<file path="src/rtl/uart_frame_tx.sv">
// -----------------------------------------------------------------------------
// uart_frame_tx
//
// Transmit-side response framer for the host link. Takes one fixed-size result
// message and sends it to the uart transmitter as
//     SYNC_BYTE, LEN, payload[0..N-1], CHK
// where LEN = PAYLOAD_BYTES[7:0] and CHK is the XOR of LEN and every payload
// byte. Each byte is handed over with a tx_req / tx_busy handshake: tx_req is
// held until the uart shows tx_busy, then the framer waits for tx_busy to drop
// before moving on. If tx_busy never rises within ACK_TIMEOUT cycles, the frame
// is dropped and frame_err pulses for one cycle.
//
// Parameters:
//   PAYLOAD_BYTES  payload bytes per frame, 1..255
//   SYNC_BYTE      first byte of every frame
//   ACK_TIMEOUT    cycles to wait for tx_busy after raising tx_req, >= 2
//
// Ports:
//   clk          in   system clock
//   reset        in   asynchronous reset, active low
//   msg_data     in   payload, byte 0 = msg_data[7:0], sent first
//   msg_valid    in   payload offered
//   msg_ready    out  framer idle and able to accept
//   tx_byte      out  byte to the uart
//   tx_req       out  transmit request to the uart
//   tx_busy      in   uart transmitting
//   frame_busy   out  frame in progress
//   frame_err    out  one-cycle pulse when a frame is aborted on timeout
//   frames_sent  out  completed frame count, wraps at 16'hFFFF
// -----------------------------------------------------------------------------
module uart_frame_tx #(
    parameter int unsigned PAYLOAD_BYTES = 8,
    parameter logic [7:0]  SYNC_BYTE     = 8'hA5,
    parameter int unsigned ACK_TIMEOUT   = 64
) (
    input  logic                       clk,
    input  logic                       reset,
    input  logic [8*PAYLOAD_BYTES-1:0] msg_data,
    input  logic                       msg_valid,
    output logic                       msg_ready,
    output logic [7:0]                 tx_byte,
    output logic                       tx_req,
    input  logic                       tx_busy,
    output logic                       frame_busy,
    output logic                       frame_err,
    output logic [15:0]                frames_sent
);

    // Frame index: 0 = SYNC, 1 = LEN, 2..N+1 = payload, N+2 = CHK.
    localparam int unsigned IDX_W = $clog2(PAYLOAD_BYTES + 3);
    localparam int unsigned TMO_W = $clog2(ACK_TIMEOUT + 1);

    localparam logic [IDX_W-1:0] IDX_SYNC = '0;
    localparam logic [IDX_W-1:0] IDX_LEN  = IDX_W'(1);
    localparam logic [IDX_W-1:0] IDX_CHK  = IDX_W'(PAYLOAD_BYTES + 2);
    localparam logic [7:0]       LEN_BYTE = 8'(PAYLOAD_BYTES);
    localparam logic [TMO_W-1:0] TMO_LAST = TMO_W'(ACK_TIMEOUT - 1);

    typedef enum logic [2:0] {
        S_IDLE,
        S_LOAD,
        S_REQ,
        S_DRAIN,
        S_NEXT
    } state_t;

    state_t                     state_q, state_d;
    logic [8*PAYLOAD_BYTES-1:0] msg_q, msg_d;
    logic [IDX_W-1:0]           idx_q, idx_d;
    logic [7:0]                 xor_q, xor_d;
    logic [TMO_W-1:0]           tmo_q, tmo_d;
    logic [7:0]                 tx_byte_q, tx_byte_d;
    logic                       tx_req_q, tx_req_d;
    logic                       msg_ready_q, msg_ready_d;
    logic                       frame_busy_q, frame_busy_d;
    logic                       frame_err_q, frame_err_d;
    logic [15:0]                frames_sent_q, frames_sent_d;

    logic [7:0]                 cur_byte;
    logic                       idx_is_payload;

    // The payload register shifts right after each payload byte goes out, so
    // the byte due next always sits in msg_q[7:0] and no variable index is
    // needed into the message.
    assign idx_is_payload = (idx_q > IDX_LEN) && (idx_q < IDX_CHK);

    // NOTE: every signal written in an always_comb gets a value on every path
    // (defaults first); a missed branch would otherwise infer a latch.
    always_comb begin
        cur_byte = msg_q[7:0];
        if (idx_q == IDX_SYNC) begin
            cur_byte = SYNC_BYTE;
        end else if (idx_q == IDX_LEN) begin
            cur_byte = LEN_BYTE;
        end else if (idx_q == IDX_CHK) begin
            cur_byte = xor_q;
        end
    end

    always_comb begin
        state_d       = state_q;
        msg_d         = msg_q;
        idx_d         = idx_q;
        xor_d         = xor_q;
        tmo_d         = tmo_q;
        tx_byte_d     = tx_byte_q;
        tx_req_d      = tx_req_q;
        frame_err_d   = 1'b0;
        frames_sent_d = frames_sent_q;

        unique case (state_q)
            S_IDLE: begin
                if (msg_valid && msg_ready_q) begin
                    msg_d   = msg_data;
                    idx_d   = IDX_SYNC;
                    xor_d   = 8'h00;
                    state_d = S_LOAD;
                end
            end

            S_LOAD: begin
                tx_byte_d = cur_byte;
                tx_req_d  = 1'b1;
                tmo_d     = '0;
                state_d   = S_REQ;
            end

            S_REQ: begin
                // A uart still busy with an earlier byte on entry counts as
                // the acknowledge; DRAIN then waits it out before moving on.
                if (tx_busy) begin
                    tx_req_d = 1'b0;
                    state_d  = S_DRAIN;
                end else if (tmo_q == TMO_LAST) begin
                    tx_req_d    = 1'b0;
                    frame_err_d = 1'b1;
                    state_d     = S_IDLE;
                end else begin
                    tmo_d = tmo_q + TMO_W'(1);
                end
            end

            S_DRAIN: begin
                if (!tx_busy) begin
                    state_d = S_NEXT;
                end
            end

            S_NEXT: begin
                if (idx_q == IDX_CHK) begin
                    frames_sent_d = frames_sent_q + 16'd1;
                    state_d       = S_IDLE;
                end else begin
                    // tx_byte_q still holds the byte just sent; SYNC is not
                    // part of the checksum.
                    if (idx_q != IDX_SYNC) begin
                        xor_d = xor_q ^ tx_byte_q;
                    end
                    if (idx_is_payload) begin
                        msg_d = msg_q >> 8;
                    end
                    idx_d   = idx_q + IDX_W'(1);
                    state_d = S_LOAD;
                end
            end

            default: begin
                state_d = S_IDLE;
            end
        endcase

        // Status outputs are registered from the next state so they line up
        // with the state they describe.
        msg_ready_d  = (state_d == S_IDLE);
        frame_busy_d = (state_d != S_IDLE);
    end

    // NOTE: sequential state uses non-blocking assignments so every register
    // samples the pre-edge values, independent of statement order.
    // NOTE: the payload register is reset along with the control state; it is
    // small, and a defined value keeps tx_byte and CHK free of X after reset.
    always_ff @(posedge clk or negedge reset) begin
        if (!reset) begin
            state_q       <= S_IDLE;
            msg_q         <= '0;
            idx_q         <= '0;
            xor_q         <= 8'h00;
            tmo_q         <= '0;
            tx_byte_q     <= 8'h00;
            tx_req_q      <= 1'b0;
            msg_ready_q   <= 1'b1;
            frame_busy_q  <= 1'b0;
            frame_err_q   <= 1'b0;
            frames_sent_q <= 16'h0000;
        end else begin
            state_q       <= state_d;
            msg_q         <= msg_d;
            idx_q         <= idx_d;
            xor_q         <= xor_d;
            tmo_q         <= tmo_d;
            tx_byte_q     <= tx_byte_d;
            tx_req_q      <= tx_req_d;
            msg_ready_q   <= msg_ready_d;
            frame_busy_q  <= frame_busy_d;
            frame_err_q   <= frame_err_d;
            frames_sent_q <= frames_sent_d;
        end
    end

    assign msg_ready   = msg_ready_q;
    assign tx_byte     = tx_byte_q;
    assign tx_req      = tx_req_q;
    assign frame_busy  = frame_busy_q;
    assign frame_err   = frame_err_q;
    assign frames_sent = frames_sent_q;

endmodule
</file>
<file path="config.mk">
export PLATFORM = sky130hd
export DESIGN_NAME = uart_frame_tx
export DESIGN_NICKNAME = d
export VERILOG_FILES = /design/src/rtl/uart_frame_tx.sv
export SDC_FILE = /design/constraint.sdc
export NUM_CORES = 1
export LEC_CHECK = 0
export BUFFER_PORTS_ARGS = -buffer_cell sky130_fd_sc_hd__buf_2
export CAP_MARGIN = 10
export CORE_UTILIZATION = 41
export CTS_CLUSTER_SIZE = 30
export DETAILED_ROUTE_END_ITERATION = 16
export GPL_TIMING_DRIVEN = 0
export SKIP_LAST_GASP = 1
export SYNTH_ARGS = -nofsm -noshare
export SYNTH_HDL_FRONTEND = slang
export SYNTH_SLANG_ARGS = --single-unit
</file>
<file path="constraint.sdc">
create_clock -name clk -period 5 [get_ports clk]
set_input_delay 0.75 -clock clk [delete_from_list [all_inputs] [get_ports clk]]
set_output_delay 0.75 -clock clk [all_outputs]
set_load 0.01 [all_outputs]
</file>
==> impl_metrics.py <==
metrics = {
    "synthesis": {
        "synth_nets": 609,
        "ys_types": 53,
        "synth_top_area_share_pct": 49.5,
        "synth.top_cells.by_area": "dfrtp_1 49%, mux2i_1 11%, a22oi_1 7.0%",
        "synth.largest_area_cell": "dfrtp_1",
        "yosysSeqAreaShare_pct": 49.9,
        "synth_edf_count": 0,
        "synth_area_per_cell_um2": 10.7,
        "ys.flop_type": "dfrtp_1",
        "synthCells": 534,
        "synth_common_cells": "113 x dfrtp_1, 65 x nor2_1, 64 x mux2i_1, 53 x a22oi_1, 43 x nand2_1",
        "yosysWarnings": 0,
        "ys_ff_latch": 114,
        "synth.most_common_cell": "dfrtp_1",
        "synthArstFlopShare_pct": 100,
        "synth_area_mm2": 0.00571,
    },
    "worst_setup_path": {
        "reg2reg_to": "xor_q[6]",
        "regToRegSetupSlack_ns": 2.78,
        "rr_worst_depth": 7,
        "worstSetupPathType": "flip-flop to flip-flop",
        "cp_data_arrival_time_ns": 2.57,
        "crit_path_end_kind": "flip-flop",
        "worstPathCellList": "inv_1 > ha_1 > nand3b_1 > clkbuf_1 > o21ai_0 > or4_1 > nand2_1",
        "slowest_delay_ns": 0.48,
        "reg2reg_from": "idx_q[0]",
        "crit_buf_inv": 2,
        "cp_max_fo": 10,
        "start_kind": "flip-flop",
        "critPathRequiredTime_ns": 5.35,
        "crit_slowest_cell": "clkbuf_1",
        "crit_family": "simple AND/OR/NAND/NOR gates",
    },
    "timing": {
        "post-route-period-util_pct": 44.3,
        "hold_viol": 0,
        "finalMaxSlewViolations": 0,
        "worst_pin_slew_ns": 0.643,
        "setup_viol": 0,
        "hold-worst-slack_ns": 0.286,
        "rsz0062_at_grt": "false",
        "max_freq_ghz": 0.451,
        "final.setup.tns_ns": 0,
        "fin_ws_ns": 2.78,
        "skew_ns": 0.00488,
        "layout_min_cycle_time_ns": 2.22,
        "relSlewSlack_pct": 57.0,
    },
    "routing": {
        "dr.pass1.iters": 4,
        "viasPerCell": 5.36,
        "drt_wl_total_um": 13900,
        "wl_per_cell_um": 16.6,
        "drc": 0,
        "vias": 4495,
        "drtIter0Drc": 330,
        "detail-route-antenna-nets": 0,
    },
    "place": {
        "place_area_mm2": 0.00644,
        "placed_cells": 806,
        "place_hpwl_um": 9930,
        "routabilityCongestion": 0.787,
        "pre_cts_slack_ns": 2.82,
        "io_buffers": 95,
    },
    "power_and_ir_drop": {
        "ir_drop_uv": 247,
        "leakage_nw": 3.11,
        "p_total_mw": 3.71,
        "power_density_mw_per_mm2": 529,
    },
    "clocking": {
        "h-tree-depth": 4,
        "hold_buffers": 0,
        "insertion_delay_ns": 0.42,
        "cts_tree": "yes",
        "postCtsSetupRepairBufs": 0,
        "clk_pin_slew_ns": 0.05,
        "cts_resized": 0,
        "cts_max_path_buffers": 2,
        "clockRootBuffer": "clkbuf_16",
        "numClockSinks": 114,
        "cts-buffers-inserted": 17,
    },
    "floorplanning": {
        "core_mm2": 0.0134,
        "die_height_um": 120,
        "die_x_um": 120,
        "start_util_pct": 42.6,
        "dieArea_mm2": 0.0144,
        "rows": 42,
        "num_io_pins": 96,
    },
    "global_routing": {
        "track_usage_pct": 20.9,
        "grt_pass1_vias": 4543,
        "grt_pass1_wl_um": 23100,
        "antenna_found_initial": 2,
        "overflow": 0,
        "grt_start_max_net_pins": 64,
    },
    "cells_and_area": {
        "fill_cells": 1243,
        "antenna_cells": 0,
        "areaGrowthSynthToFinish_pct": 22.8,
        "nNetsFinal": 724,
        "drive_gt1_share_pct": 24.9,
        "final_util_pct": 52.4,
        "final_cell_area_mm2": 0.00702,
        "instances_no_fill": 838,
    },
    "worst_hold_path": {
        "hold_path.class": "primary input to async pin",
    },
    "status": {
        "status": "completed",
    },
    "run": {
        "maxCapViolations": 0,
    },
}
cells in the final DEF (no fill, tap or decap), types with 3 or more instances in the layout:
master and count:
clkinv_2 3, buf_6 7, nand3_1 14, a31oi_1 5
nor3_1 3, buf_4 5, o21ai_0 20, o31ai_1 3
inv_1 8, nand2_1 43, xnor2_1 13, nand3b_1 6
a22o_1 7, mux2i_1 64, clkbuf_16 17, clkbuf_1 15
o211ai_1 8, ha_1 7, xor2_1 4, dfrtp_1 113
nor2_1 65, buf_2 111, a22oi_1 53, or4_1 9
a32o_1 3, clkbuf_8 6, nand4_1 7, a21oi_1 5
cell families (layout without fill, tap and decap cells):
family	after synthesis	after routing	synth area share [%]
buf+inv	46	174	4.51
flops	114	114	49.9
simple gates	171	171	15.7
mux	65	65	11.4
fa+ha+maj	7	7	1.53
compound gates	114	114	14.3
xor+xnor	17	17	2.61
worst max path at each step:
| stage | start | end | slack, ns | cells past startpoint |
|---|---|---|---|---|
| 2_1_floorplan | idx_q[0] | xor_q[7] | 3.21 | 7 |
| 3_3_place_gp | reset | msg_q[23] | 1.79 | 1 |
| 3_5_place_dp | idx_q[0] | xor_q[2] | 2.82 | 7 |
| 4_1_cts | idx_q[0] | xor_q[6] | 2.79 | 7 |
| 5_1_grt | idx_q[0] | xor_q[7] | 2.56 | 7 |
| 6_report | idx_q[0] | xor_q[6] | 2.78 | 7 |
sequential cells by signal, indices dropped and copies added, names as in the netlist:
signal       cells
frame_err        1
tx_req           1
msg_ready        1
frame_busy       1
xor_q            8
msg_q           64
state_q          3
frames_sent     16
idx_q            4
tmo_q            7
tx_byte          8
metal layers:
layer	track usage, %	share of wire [%]
met5	0	0
met4	7.89	1.2
met3	5.70	5.7
met2	33.2	48
met1	27.1	45
layout make-up:
type / instances / area [um2] / share of cell area, %
clock buffers: 28 / 527 / 7.51
repair buffers: 96 / 509 / 7.26
clock inverters: 4 / 45.0 / 0.642
inverters: 8 / 30.0 / 0.428
plain buffers: 38 / 228 / 3.25
multi-input cells: 374 / 2600 / 37.1
well taps: 176 / 220 / 3.14
flip-flops and latches: 114 / 2850 / 40.7
report_power, final:
group / internal [mW] / switching (mW) / total (mW)
logic: 0.483 / 0.575 / 1.06
registers: 1.26 / 0.234 / 1.49
clock network: 0.760 / 0.405 / 1.16
Note: power is estimated with default switching activity, not from simulation.
